File: src/rtl/fetch_pkg.sv
// Shared widths, defaults and the prefetch entry type for the instruction-fetch front end.
package fetch_pkg;

  localparam int ADDR_W = 16;
  localparam int INSTR_W = 16;
  localparam int FETCH_FIFO_DEPTH = 4;
  localparam logic [ADDR_W-1:0] FETCH_RESET_PC = 16'h0000;

  typedef struct packed {
    logic [INSTR_W-1:0] instr;
    logic [ADDR_W-1:0]  pc;
  } fetch_entry_t;

  // Sequential PC successor; wraps modulo 2^ADDR_W.
  function automatic logic [ADDR_W-1:0] pc_next(input logic [ADDR_W-1:0] pc);
    return pc + 1'b1;
  endfunction

endpackage

File: src/rtl/fetch_fifo.sv
// Prefetch FIFO of fetch_entry_t with wrap-around pointers, a synchronous clear
// and a registered head. DEPTH must be a power of two, at least 2.
module fetch_fifo
  import fetch_pkg::*;
#(
  parameter int DEPTH = FETCH_FIFO_DEPTH,
  parameter int PTR_W = $clog2(DEPTH),
  parameter int CNT_W = PTR_W + 1
) (
  input  logic               clk,
  input  logic               reset,
  input  logic               push,
  input  logic               pop,
  input  logic               clear,
  input  fetch_entry_t       wr_data,
  output fetch_entry_t       head,
  output logic [CNT_W-1:0]   count
);

  localparam logic [CNT_W-1:0] FULL_CNT = CNT_W'(DEPTH);

  fetch_entry_t     mem [DEPTH];
  logic [PTR_W-1:0] wr_ptr;
  logic [PTR_W-1:0] rd_ptr;
  logic             full;
  logic             empty;
  logic             do_push;
  logic             do_pop;

  always_comb begin
    full    = (count == FULL_CNT);
    empty   = (count == '0);
    do_pop  = pop && !empty;
    // A push at full is only legal when the head leaves in the same edge.
    do_push = push && (!full || do_pop);
    head    = mem[rd_ptr];
  end

  always_ff @(posedge clk or posedge reset) begin
    if (reset) begin
      wr_ptr <= '0;
      rd_ptr <= '0;
      count  <= '0;
      for (int i = 0; i < DEPTH; i++) begin
        mem[i] <= '0;
      end
    end else if (clear) begin
      wr_ptr <= '0;
      rd_ptr <= '0;
      count  <= '0;
    end else begin
      if (do_push) begin
        mem[wr_ptr] <= wr_data;
        wr_ptr      <= wr_ptr + 1'b1;
      end
      if (do_pop) begin
        rd_ptr <= rd_ptr + 1'b1;
      end
      if (do_push && !do_pop) begin
        count <= count + 1'b1;
      end else if (do_pop && !do_push) begin
        count <= count - 1'b1;
      end
    end
  end

endmodule

File: src/rtl/fetch_stage.sv
// Instruction-fetch front end: owns the PC, drives the 1-cycle ROM and feeds decode
// from a prefetch FIFO. Define FETCH_PERF_EN to add stall/flush counters.
module fetch_stage
  import fetch_pkg::*;
#(
  parameter int                FIFO_DEPTH = FETCH_FIFO_DEPTH,
  parameter logic [ADDR_W-1:0] RESET_PC   = FETCH_RESET_PC
) (
  input  logic               clk,
  input  logic               reset,
  output logic [ADDR_W-1:0]  rom_address,
  input  logic [INSTR_W-1:0] rom_q,
  input  logic               redirect,
  input  logic [ADDR_W-1:0]  redirect_pc,
  input  logic               decode_ready,
  output logic               instr_valid,
  output logic [INSTR_W-1:0] instruction_out,
  output logic [ADDR_W-1:0]  pc_out
`ifdef FETCH_PERF_EN
  ,
  output logic [15:0]        stall_cycles,
  output logic [15:0]        flush_count
`endif
);

  localparam int CNT_W = $clog2(FIFO_DEPTH) + 1;
  localparam logic [CNT_W-1:0] DEPTH_CNT = CNT_W'(FIFO_DEPTH);

  logic [ADDR_W-1:0] fetch_pc;
  logic [ADDR_W-1:0] inflight_pc;
  logic              inflight;
  logic [CNT_W-1:0]  count;
  logic [CNT_W-1:0]  occupancy;
  logic              issue;
  logic              push;
  logic              pop;
  fetch_entry_t      push_entry;
  fetch_entry_t      head;

  // Handshake: an instruction transfers to decode on a clock edge where instr_valid
  // and decode_ready are both high and redirect is low; otherwise the head holds.
  always_comb begin
    occupancy   = count + CNT_W'(inflight);
    issue       = redirect || (occupancy < DEPTH_CNT);
    rom_address = redirect ? redirect_pc : fetch_pc;
    instr_valid = (count != '0);
    push        = inflight && !redirect;
    pop         = instr_valid && decode_ready && !redirect;
    push_entry  = '{instr: rom_q, pc: inflight_pc};
    instruction_out = head.instr;
    pc_out          = head.pc;
  end

  // rom_address already reflects redirect priority, so one path serves both issues.
  always_ff @(posedge clk or posedge reset) begin
    if (reset) begin
      fetch_pc    <= RESET_PC;
      inflight    <= 1'b0;
      inflight_pc <= '0;
    end else if (issue) begin
      fetch_pc    <= pc_next(rom_address);
      inflight    <= 1'b1;
      inflight_pc <= rom_address;
    end else begin
      inflight    <= 1'b0;
    end
  end

  fetch_fifo #(
    .DEPTH (FIFO_DEPTH)
  ) u_fifo (
    .clk     (clk),
    .reset   (reset),
    .push    (push),
    .pop     (pop),
    .clear   (redirect),
    .wr_data (push_entry),
    .head    (head),
    .count   (count)
  );

`ifdef FETCH_PERF_EN
  always_ff @(posedge clk or posedge reset) begin
    if (reset) begin
      stall_cycles <= '0;
      flush_count  <= '0;
    end else begin
      if (instr_valid && !decode_ready && (stall_cycles != 16'hFFFF)) begin
        stall_cycles <= stall_cycles + 16'd1;
      end
      if (redirect && (flush_count != 16'hFFFF)) begin
        flush_count <= flush_count + 16'd1;
      end
    end
  end
`endif

endmodule

File: config.mk
export PLATFORM = sky130hd
export DESIGN_NAME = fetch_stage
export DESIGN_NICKNAME = d
export VERILOG_FILES = /design/src/rtl/fetch_pkg.sv /design/src/rtl/fetch_fifo.sv /design/src/rtl/fetch_stage.sv
export SDC_FILE = /design/constraint.sdc
export NUM_CORES = 1
export LEC_CHECK = 0
export ABC_AREA = 1
export CORE_AREA = 4 4 133 135
export CTS_CLUSTER_SIZE = 40
export DETAILED_ROUTE_END_ITERATION = 8
export DIE_AREA = 0 0 137 139
export PLACE_DENSITY_LB_ADDON = 0.3
export SYNTH_ARGS = -nofsm -noshare
export SYNTH_HDL_FRONTEND = slang
export SYNTH_SLANG_ARGS = --single-unit
File: constraint.sdc
create_clock -name clk -period 6.42 [get_ports clk]
set_input_delay 1.284 -clock clk [delete_from_list [all_inputs] [get_ports clk]]
set_output_delay 1.284 -clock clk [all_outputs]
set_load 0.02 [all_outputs]
== Word level (Yosys, flattened, before mapping) ==
Cells that the tools add are included.
W data, S select, Z words.

* Register bits after elaboration: 168
* Output and inout bits: 49
* Word-level logic and storage cells: 64

* Add/subtract/negate cells: 6
* $lt $le $gt $ge: 4
* Equal/unequal tests: 1
* Mux-type cells: 15
* Bitwise gates (word level): 3
* Reduce and logical (&&, ||, !) cells: 21

{| class="wikitable"
|+ Operator list
! operator !! count
|-
| $bwmux W128 || 1
|-
| $mux W32 || 3
|-
| $bmux W32 S2 || 1
|-
| $demux W32 S2 || 1
|-
| $add A16 B1 Y16 const B || 1
|-
| $mux W16 || 1
|-
| $mux W3 || 3
|-
| $logic_and A1 B1 Y1 || 8
|-
| $mux W2 || 4
|-
| $ge A3 B3 Y1 const B || 2
|-
| $not A2 Y3 || 2
|-
| $reduce_bool A3 Y1 || 2
|-
| $logic_not A1 Y1 || 5
|-
| $add A2 B1 Y2 const B || 2
|-
| $reduce_bool A2 Y1 || 2
|-
| $add A3 B1 Y3 || 1
|-
| $add A3 B1 Y3 const B || 1
|-
| $eq A3 B3 Y1 const B || 1
|-
| $logic_not A3 Y1 || 1
|-
| $lt A3 B1 Y1 const B || 1
|-
| $lt A3 B3 Y1 const B || 1
|-
| $sub A3 B1 Y3 const B || 1
|-
| $logic_or A1 B1 Y1 || 2
|-
| $reduce_and A2 Y1 || 1
|-
| 2 further kinds || 2
|}

== Depth between registers and ports, before layout ==
Gate-level depths: netlist (run 1).

* Depth in word-level cells: 11
* Mapped depth: 12
* Gate-level depth less buffers: 12

== Hierarchy ==
Synthesis (run 1) repeated with hierarchy kept, for this count alone.

* Cells, all modules: 958
* Area, all modules: 8296.7 um^2

{| class="wikitable"
|+ By module, submodules not included
! module !! times used !! cells an instance !! area an instance (um^2) !! seq. area each (um^2)
|-
| fetch_fifo || 1 || 684 || 6286.0 || 3378.2
|-
| fetch_stage || 1 || 274 || 2010.7 || 825.8
|}

== Worst setup path after synthesis (run 1) ==
Ideal clock, no wire load.

* Path kind: input to output
* From: in redirect
* To: out rom_address[13]
* Data arrival time: 2.109 ns
* Setup slack: 3.027 ns
* Cell stages on the path: 2
* Path through: buf_2 -> o21ai_0

* Cells in the longest elaborated chain, start to end: 1

{| class="wikitable"
|+ RTL lines
! item !! RTL line !! source
|-
| from (decl) || fetch_stage.sv:13 || <nowiki>input logic redirect,</nowiki>
|-
| $mux W16 || fetch_stage.sv:45 || <nowiki>rom_address = redirect ? redirect_pc : fetch_pc;</nowiki>
|-
| to (decl) || fetch_stage.sv:11 || <nowiki>output logic [ADDR_W-1:0] rom_address,</nowiki>
|}

Every way passes these cells.

== Worst setup path in the final report (run 1) ==
* From: in redirect
* To: out rom_address[15]

The elaborated chain is that of the path after synthesis.

==> run summary, run 1 <==
# setup viols final - 0
Yosys warnings - 0
antenna violations before repair - 0
Setup CP Type - primary input to primary output
clk_skew - 0.00570 ns
die span in y - 139 um
CP max-delay cell - clkdlybuf4s50_1
crit path cell chain - clkdlybuf4s50_1, inv_2, or2_1, o21ai_0, inv_1, clkdlybuf4s50_1
routed vias/inst - 5.16
vias in the first global route - 6,564
R2R Setup Slk - 4.28 ns
Final Cycle Share - 0.765
CP arrival - 3.63 ns
CTS Root Buffer Type - clkbuf_16
via count - 6,811
cell family with most CP delay - buffers and inverters
starting density of the core - 0.490
syn avg cell area - 7.84 um2
RSZ-0062 raised after global routing - false
CP required - 5.14 ns
Crit path buffers/inverters - 4
Slew HR - 0.195
Clock Pin Slew Worst Setup and Hold Paths - 0.06 ns
final hold vios - 0
worst vdd ir - 274 uV
max-cap violations - 0
number of cell rows - 47
pwr dens - 510 mW/mm2
I/O pins - 85
Hold Slack - 0.466 ns
Post-DP HPWL - 11,600 um
CTS Buf Count - 17
FMAX - 0.204 GHz
sinks on the clock net - 168
leakage power - 4.83 nW
reg-to-reg endpoint - u_fifo.mem[114]$_DFFE_PP0P_
CP Launch Type - primary input
nets - 1,128
Synth cell types - 36
H-tree depth - 4
CP Capture Type - primary output
max-slew violations - 0
FF+latch count, synth - 168
Area Growth Syn to Fin - 18.2%
Post-Syn Area - 0.00808 mm2
largest net degree at the start of global routing - 81
top fanout value on the critical path - 24
share of cells above drive strength 1 - 0.0610
Routed WL - 20,300 um
port bufs - 84
antenna diode count - 0
Tot GR Track Use - 0.220
slowest stage delay, CP - 0.97 ns
FF-to-FF Start - u_fifo.count[2]$_DFFE_PP0P_
worst min-delay path category - register to register
worst hold endpoint - u_fifo.mem[47]$_DFFE_PP0P_
GRT overflow - 0
post-route cell area - 0.00955 mm2
Routed WL per cell - 15.4 um
Routed Antenna Nets - 0
post-CTS sizing - 0
core area - 0.0165 mm2
register area share after synthesis - 0.521
drt pass-1 iters - 5
status - finished, final reports clean
Synth Net Count - 1,072
reg2reg path depth - 8
CTS tree - yes
min cycle time layout - 4.91 ns
DRT iter0 DRCs - 537
Slew @ Worst Pin - 1.21 ns
setup bufs post-CTS - 0
Hold Path Depth - 2
hold_buf cts - 0
Fillers - 1,552
first-pass GRT wire length - 33,500 um
Mapped Cells - 1,030
CTS Buffer Depth - 2
DRC - 0
CP dominant cell by count - clkdlybuf4s50_1
DIE AREA - 0.0190 mm2
hold path startpoint - u_fifo.mem[47]$_DFFE_PP0P_
DIE WIDTH - 137 um
setup TNS - 0 ns
DP Area - 0.00889 mm2
clock latency on the worst-skew pair - 0.42 ns
GP Congestion - 0.886
flip-flops by register name, indices dropped and copies added, names as in the netlist:
register and cells:
u_fifo.mem 128, fetch_pc 16, inflight_pc 16, u_fifo.count 3, u_fifo.rd_ptr 2, u_fifo.wr_ptr 2
inflight 1
metrics by stage:
stage / utilization / worst slack (ns) / instances / total power [mW]
6_report: 0.580 / 1.51 / 1319 / 4.87
3_3_place_gp: 0.540 / 1.52 / 1287 / 3.69
2_1_floorplan: - / 0.589 / 1030 / 3.06
5_1_grt: 0.580 / 1.29 / 1319 / 5.21
4_1_cts: 0.580 / 1.51 / 1319 / 4.89
3_5_place_dp: 0.540 / 1.51 / 1287 / 3.74
placed cells by master (no fill, tap or decap), types with 3 or more instances in the layout:
master,n
clkbuf_1,4
bufinv_16,5
clkdlybuf4s50_1,84
a31oi_1,6
dfrtp_1,167
nand2_2,4
ha_1,5
buf_4,6
nor2_1,84
nand2_4,5
inv_2,3
inv_1,31
nand3_2,3
nand2_1,498
clkbuf_8,4
nor2_2,6
clkbuf_16,17
o22ai_1,34
o21ai_0,84
nand3_1,19
nor2_4,5
cell families after synthesis:
kind of cell | after synthesis | share of synthesized area
flip-flops | 168 | 0.521
buffers and inverters | 89 | 0.0610
adder cells (fa/ha/maj) | 6 | 0.0102
AO/OA/AOI/OAI | 131 | 0.0888
AND/OR/NAND/NOR | 632 | 0.315
XOR/XNOR | 4 | 0.00434
layout make-up:
type                            count  area, um2  area share
Sequential cell                   168       4210       0.440
Timing Repair Buffer               90        886      0.0928
Clock buffer                       25        495      0.0519
Clock inverter                      7        163      0.0170
Inverter                           36        145      0.0152
Multi-Input combinational cell    773       3380       0.354
Tap cell                          220        275      0.0288
metal layers:
layer,vias up,part of all wire,GRT usage
met2,232,0.46,0.339
li1,3357,-,-
met4,0,0.014,0.0588
met1,3196,0.46,0.313
met3,26,0.069,0.0522
met5,-,0,0
worst max-delay path by stage:
stage,from,end,cells after the start
after floorplan,reset,fetch_pc[0]$_DFFE_PP0P_,1
after global placement,redirect,rom_address[15],6
after detailed placement,redirect,rom_address[15],6
after CTS,redirect,rom_address[15],6
after global routing,redirect,rom_address[15],6
final,redirect,rom_address[15],6
where the power goes:
| part | internal [mW] | leakage [nW] | total [mW] | switching [mW] |
|---|---|---|---|---|
| clock | 0.733 | 0.318 | 1.14 | 0.404 |
| combinational | 0.731 | 2.41 | 1.90 | 1.17 |
| sequential | 1.53 | 2.10 | 1.83 | 0.296 |
worst min-delay path: stages (launching register included):
cell and delay, ns:
dfrtp_1 0.34, nand2_1 0.05, nand2_1 0.05
synthesized netlist by cell type:
cell      count  area (um2)
buf_4        12        90.1
xnor2_1       2        17.5
fa_1          1        20.0
inv_1        33         124
buf_1         1        3.75
buf_6        14         158
o21a_1        1        7.51
nand2_2       4        25.0
a21oi_1       1        5.00
nor2_1       84         315
inv_2         2        7.51
or2_1         1        6.26
nor2_4        5        56.3
buf_2         3        15.0
nand4_1       2        12.5
o21ai_0      84         420
o22ai_1      34         213
o21ai_1       2        10.0
o31ai_1       1        7.51
nand4_2       1        12.5
nand3_2       3        30.0
inv_6         1        8.76
nor2_2        6        37.5
nand3b_1      1        7.51
nor3b_1       1        7.51
nand2_1     498        1870
ha_1          5        62.6
clkbuf_1     23        86.3
dfrtp_1     168        4200
a31oi_1       6        37.5
nand3_1      19        95.1
o21bai_1      1        7.51
nand2_4       5        56.3
or2_2         2        12.5
o21ai_2       1        8.76
xor2_1        2        17.5
(Power assumes the default switching activity.)
==> inputs of run 2 (changes only) <==
Clock period 6.42 ns to 4.2 ns, I/O delays scaled along.
==> run 2 against run 1 <==
Net effect:
- sequential share of layout area decreased by 0.20 points
- critical path depth decreased by 1
- sequential cell count unchanged
- clock skew increased by 0.0053 ns
- global-route usage about the same
- die area unchanged
- worst setup slack got worse by 0.85 ns
- design area increased by 0.46%
- largest power group unchanged
- highest routed layer unchanged
==> run summary, run 2 (synthesis results as in run 1) <==
Post-DP HPWL - 12,700 um (+8.8%)
DIE WIDTH - 137 um (unchanged)
post-route cell area - 0.00959 mm2 (+0.46%)
min cycle time layout - 3.54 ns
worst hold endpoint - u_fifo.mem[47]$_DFFE_PP0P_
slowest stage delay, CP - 0.67 ns (-0.30 ns)
Crit path buffers/inverters - 3 (-1)
nets - 1,139 (+0.98%)
via count - 6,908 (+1.4%)
Final Cycle Share - 0.844
drt pass-1 iters - 5 (unchanged)
biggest regs - u_fifo.mem x128, fetch_pc x16, inflight_pc x16
CTS Buffer Depth - 2 (unchanged)
worst vdd ir - 406 uV (+48%)
CP Capture Type - primary output
share of cells above drive strength 1 - 0.0739 (+0.0129)
CTS Root Buffer Type - clkbuf_16
DRT iter0 DRCs - 414 (-23%)
Total Power - 7.25 mW (+49%)
top fanout value on the critical path - 37 (+54%)
Tot GR Track Use - 0.220 (about the same)
setup bufs post-CTS - 0 (unchanged)
most common cell after layout, fill and taps aside - nand2_1
Slew @ Worst Pin - 0.685 ns (-0.520 ns)
CTS Buf Count - 17 (unchanged)
first-pass GRT wire length - 33,600 um (about the same)
FF-to-FF Start - u_fifo.count[2]$_DFFE_PP0P_
max-slew violations - 0 (unchanged)
hold_buf cts - 0 (unchanged)
DRC - 0 (unchanged)
core area - 0.0165 mm2 (unchanged)
CP Launch Type - register
antenna violations before repair - 0 (unchanged)
GRT overflow - 0 (unchanged)
largest net degree at the start of global routing - 85 (+4.9%)
die span in y - 139 um (unchanged)
Slew HR - 0.543 (+0.348)
Area Growth Syn to Fin - 18.8%
Worst Setup Slack, final - 0.656 ns (-0.851 ns)
number of cell rows - 47 (unchanged)
CP max-delay cell - clkdlybuf4s50_1
pwr dens - 756 mW/mm2 (+48%)
final hold vios - 0 (unchanged)
crit path cell chain - inv_2, buf_4, o21ai_0, o22ai_1, clkdlybuf4s50_1
I/O pins - 85 (unchanged)
reg-to-reg endpoint - u_fifo.mem[25]$_DFFE_PP0P_
sinks on the clock net - 168 (unchanged)
H-tree depth - 4 (unchanged)
CTS tree - yes
Routed Antenna Nets - 0 (unchanged)
hold path startpoint - u_fifo.mem[47]$_DFFE_PP0P_
Routed WL - 20,200 um (-0.43%)
dpl ws - 0.664 ns (-0.851 ns)
max FFs per register - 128 (unchanged)
starting density of the core - 0.490 (unchanged)
antenna diode count - 0 (unchanged)
# setup viols final - 0 (unchanged)
clk_skew - 0.0110 ns (+0.00533 ns)
Clock Pin Slew Worst Setup and Hold Paths - 0.07 ns (about the same)
post-CTS sizing - 0 (unchanged)
RSZ-0062 raised after global routing - false
Hold Path Depth - 2 (unchanged)
Fillers - 1,539 (-0.84%)
CP arrival - 2.70 ns (-0.93 ns)
FMAX - 0.282 GHz
Routed WL per cell - 15.2 um (-1.3%)
worst min-delay path category - register to register
CP required - 3.36 ns (-1.78 ns)
routed vias/inst - 5.19 (+0.59%)
Reg area - 0.00421 mm2 (unchanged)
port bufs - 84 (unchanged)
Core Util, Final - 0.583 (+0.00266)
clock latency on the worst-skew pair - 0.44 ns (+0.02 ns)
most flop-heavy register - u_fifo.mem
R2R Setup Slk - 2.25 ns (-2.03 ns)
area of the multi-input gates - 0.00338 mm2 (unchanged)
DIE AREA - 0.0190 mm2 (unchanged)
setup TNS - 0 ns (unchanged)
Setup CP Type - register to primary output
cell family with most CP delay - buffers and inverters
vias in the first global route - 6,671 (+1.6%)
GP Congestion - 0.853 (-3.7%)
status - finished, final reports clean
DP Area - 0.00902 mm2 (+1.5%)
reg2reg path depth - 9 (+1)
leakage power - 4.84 nW (+0.26%)
max-cap violations - 0 (unchanged)
most frequent cells in the layout - 498 x nand2_1, 167 x dfrtp_1, 84 x nor2_1, 84 x o21ai_0, 84 x clkdlybuf4s50_1
[run 2: cell count changes in the layout (fill, tap and decap cells not counted)]
cell,change
clkinvlp_4,+5
inv_8,+1
clkinv_4,+3
buf_12,+4
clkbuf_1,-4
inv_6,+3
bufinv_16,-4
clkbuf_8,-4
buf_4,+7
[run 2: per-layer routing]
metal,part of all wire,up-vias,GRT usage
li1,-,3389,-
met1,0.44,3276,0.295
met2,0.48,210,0.352
met3,0.061,33,0.0522
met4,0.017,0,0.0688
met5,0,-,0
[run 2: worst register-to-register path: stages, from the launching register on]
cell and delay [ns]:
dfrtp_1 0.44, inv_1 0.11, nand3_2 0.13, nand3_2 0.11, nand4_2 0.11, nand2_4 0.13, nor2_4 0.32, buf_4 0.35
nand2_1 0.11, nand2_1 0.08
[run 2: final cells by class]
type	instances	share of cell area
clock inverters	15	0.0151
clock buffers	17	0.0444
inverters	36	0.0150
multi-input cells	773	0.352
well taps	220	0.0287
repair buffers	101	0.106
flip-flops and latches	168	0.438
[run 2: worst max-delay path by stage]
stage	from	endpoint	slack (ns)	depth (start not counted)
5_1_grt	redirect	rom_address[15]	0.51	6
6_report	u_fifo.rd_ptr[0]$_DFFE_PP0P_	pc_out[8]	0.66	5
4_1_cts	u_fifo.rd_ptr[0]$_DFFE_PP0P_	pc_out[8]	0.63	5
3_3_place_gp	redirect	rom_address[15]	0.67	6
2_1_floorplan	reset	fetch_pc[0]$_DFFE_PP0P_	1.22	1
3_5_place_dp	redirect	rom_address[15]	0.66	6
[run 2: where the power goes]
part	total [mW]	internal [mW]	switching (mW)
Clock	1.52	0.827	0.690
Combinational	2.95	1.15	1.79
Sequential	2.79	2.34	0.449
[run 2: metrics by stage]
step / cells / hold slack [ns]
final: 1330 / 0.464
after global routing: 1330 / 0.484
after CTS: 1330 / 0.469
after detailed placement: 1298 / 0.453
after global placement: 1298 / 0.448
after floorplan: 1030 / 0.437
==> inputs of run 3 (changes only) <==
Clock period 4.2 ns to 3.1 ns, I/O delays scaled along.
==> run 3 against run 2 <==
Net effect:
- wire length up 1.1%
- critical path depth unchanged
- clock power increased by 42%
- non-clock buffer count increased by 10
- core utilization is 1.0 points higher
- total power increased by 38%
- cell count increased by 0.75%
- sequential power increased by 36%
- highest routed layer is now met5
- sequential cell count did not move
- clock skew rose by 0.0037 ns
==> run summary, run 3 (synthesis results as in run 1) <==
status - finished, final reports clean
final hold vios - 0 (unchanged)
CP Capture Type - primary output
port bufs - 84 (unchanged)
drt pass-1 iters - 5 (unchanged)
Clock Pin Slew Worst Setup and Hold Paths - 0.06 ns (about the same)
hold_buf cts - 0 (unchanged)
min cycle time layout - 2.99 ns
Slew @ Worst Pin - 0.883 ns (+0.198 ns)
DIE WIDTH - 137 um (unchanged)
number of cell rows - 47 (unchanged)
DP Area - 0.00915 mm2 (+1.4%)
CTS Root Buffer Type - clkbuf_16
CTS tree - yes
DIE AREA - 0.0190 mm2 (unchanged)
CTS Buffer Depth - 2 (unchanged)
Tot GR Track Use - 0.223 (+0.00362)
I/O pins - 85 (unchanged)
most flop-heavy register - u_fifo.mem
most common cell after layout, fill and taps aside - nand2_1
Routed WL - 20,400 um (+1.1%)
leakage power - 4.94 nW (+2.2%)
core area - 0.0165 mm2 (unchanged)
RSZ-0062 raised after global routing - false
max FFs per register - 128 (unchanged)
post-CTS sizing - 0 (unchanged)
worst vdd ir - 596 uV (+47%)
post-route cell area - 0.00976 mm2 (+1.8%)
first-pass GRT wire length - 34,100 um (+1.7%)
Slew HR - 0.410 (-0.133)
cell family with most CP delay - buffers and inverters
FF-to-FF Start - u_fifo.count[2]$_DFFE_PP0P_
clk_skew - 0.0147 ns (+0.00369 ns)
DRC - 0 (unchanged)
Area Growth Syn to Fin - 20.9%
CP arrival - 2.37 ns (-0.33 ns)
CP Launch Type - register
Post-DP HPWL - 12,500 um (-0.90%)
DRT iter0 DRCs - 552 (+33%)
worst min-delay path category - register to register
vias in the first global route - 6,708 (+0.55%)
FMAX - 0.335 GHz
sinks on the clock net - 168 (unchanged)
clock latency on the worst-skew pair - 0.43 ns (about the same)
largest net degree at the start of global routing - 66 (-22%)
GRT overflow - 0 (unchanged)
die span in y - 139 um (unchanged)
CP required - 2.48 ns (-0.88 ns)
GP Congestion - 0.840 (-1.5%)
biggest regs - u_fifo.mem x128, fetch_pc x16, inflight_pc x16
Final Cycle Share - 0.963
setup bufs post-CTS - 0 (unchanged)
starting density of the core - 0.490 (unchanged)
H-tree depth - 4 (unchanged)
CP max-delay cell - clkdlybuf4s50_1
share of cells above drive strength 1 - 0.0830 (+0.00916)
max-slew violations - 0 (unchanged)
R2R Setup Slk - 1.05 ns (-1.20 ns)
antenna diode count - 0 (unchanged)
nets - 1,149 (+0.88%)
CTS Buf Count - 17 (unchanged)
max-cap violations - 0 (unchanged)
antenna violations before repair - 1 (+1)
# setup viols final - 0 (unchanged)
Crit path buffers/inverters - 3 (unchanged)
most frequent cells in the layout - 498 x nand2_1, 167 x dfrtp_1, 84 x nor2_1, 84 x o21ai_0, 84 x clkdlybuf4s50_1
slowest stage delay, CP - 0.65 ns (-0.02 ns)
via count - 6,882 (-0.38%)
pwr dens - 1030 mW/mm2 (+36%)
crit path cell chain - inv_2, buf_12, o21ai_0, o22ai_2, clkdlybuf4s50_1
Setup CP Type - register to primary output
hold path startpoint - u_fifo.mem[60]$_DFFE_PP0P_
routed vias/inst - 5.14 (-1.1%)
top fanout value on the critical path - 28 (-24%)
Routed WL per cell - 15.2 um (+0.30%)
crit path from - u_fifo.rd_ptr[0]$_DFFE_PP0P_
Routed Antenna Nets - 0 (unchanged)
setup TNS - 0 ns (unchanged)
## run 3: worst paths after layout
kind / endpoint / cells past startpoint
max in group asynchronous: u_fifo.mem[7]$_DFFE_PP0P_ / 3
worst min register to register: u_fifo.mem[60]$_DFFE_PP0P_ / 2
min in group asynchronous: fetch_pc[1]$_DFFE_PP0P_ / 2
worst max register to register: u_fifo.mem[39]$_DFFE_PP0P_ / 8
worst max-delay path: pc_out[6] / 5
worst min-delay path: u_fifo.mem[60]$_DFFE_PP0P_ / 2
## run 3: layout make-up
cell class | count | area (um2)
sequential | 168 | 4210
tap | 220 | 275
clock buffer | 20 | 467
timing repair buffer | 111 | 1140
inverter | 36 | 144
fill | 1526 | 6710
clock inverter | 12 | 141
multi-input combinational | 773 | 3380
## run 3: per-stage QoR
stage	std cells	worst slack, ns	utilization	hold slack (ns)	power (mW)
6_report	1340	0.115	0.593	0.466	10.0
5_1_grt	1340	0.0305	0.593	0.485	10.7
4_1_cts	1340	0.0334	0.592	0.468	10.1
3_5_place_dp	1308	0.201	0.555	0.453	7.84
3_3_place_gp	1308	0.229	0.555	0.448	7.75
2_1_floorplan	1030	0.339	-	0.437	6.34
## run 3: report_power, final
part | switching, mW | leakage (nW) | internal, mW | total [mW]
registers | 0.616 | 2.10 | 3.17 | 3.79
clock network | 0.892 | 0.299 | 1.26 | 2.16
logic | 2.45 | 2.55 | 1.61 | 4.06
## run 3: tightest hold or removal path: stages (launching register included)
cell     delay (ns)
dfrtp_1        0.34
nand2_1        0.05
nand2_1        0.05
## run 3: metal layers
layer | routed length, um | vias up | track usage
met5 | 13 | - | 0
met4 | 393 | 2 | 0.0725
met3 | 1090 | 37 | 0.0454
met2 | 9610 | 179 | 0.351
met1 | 9270 | 3261 | 0.311
li1 | - | 3403 | -
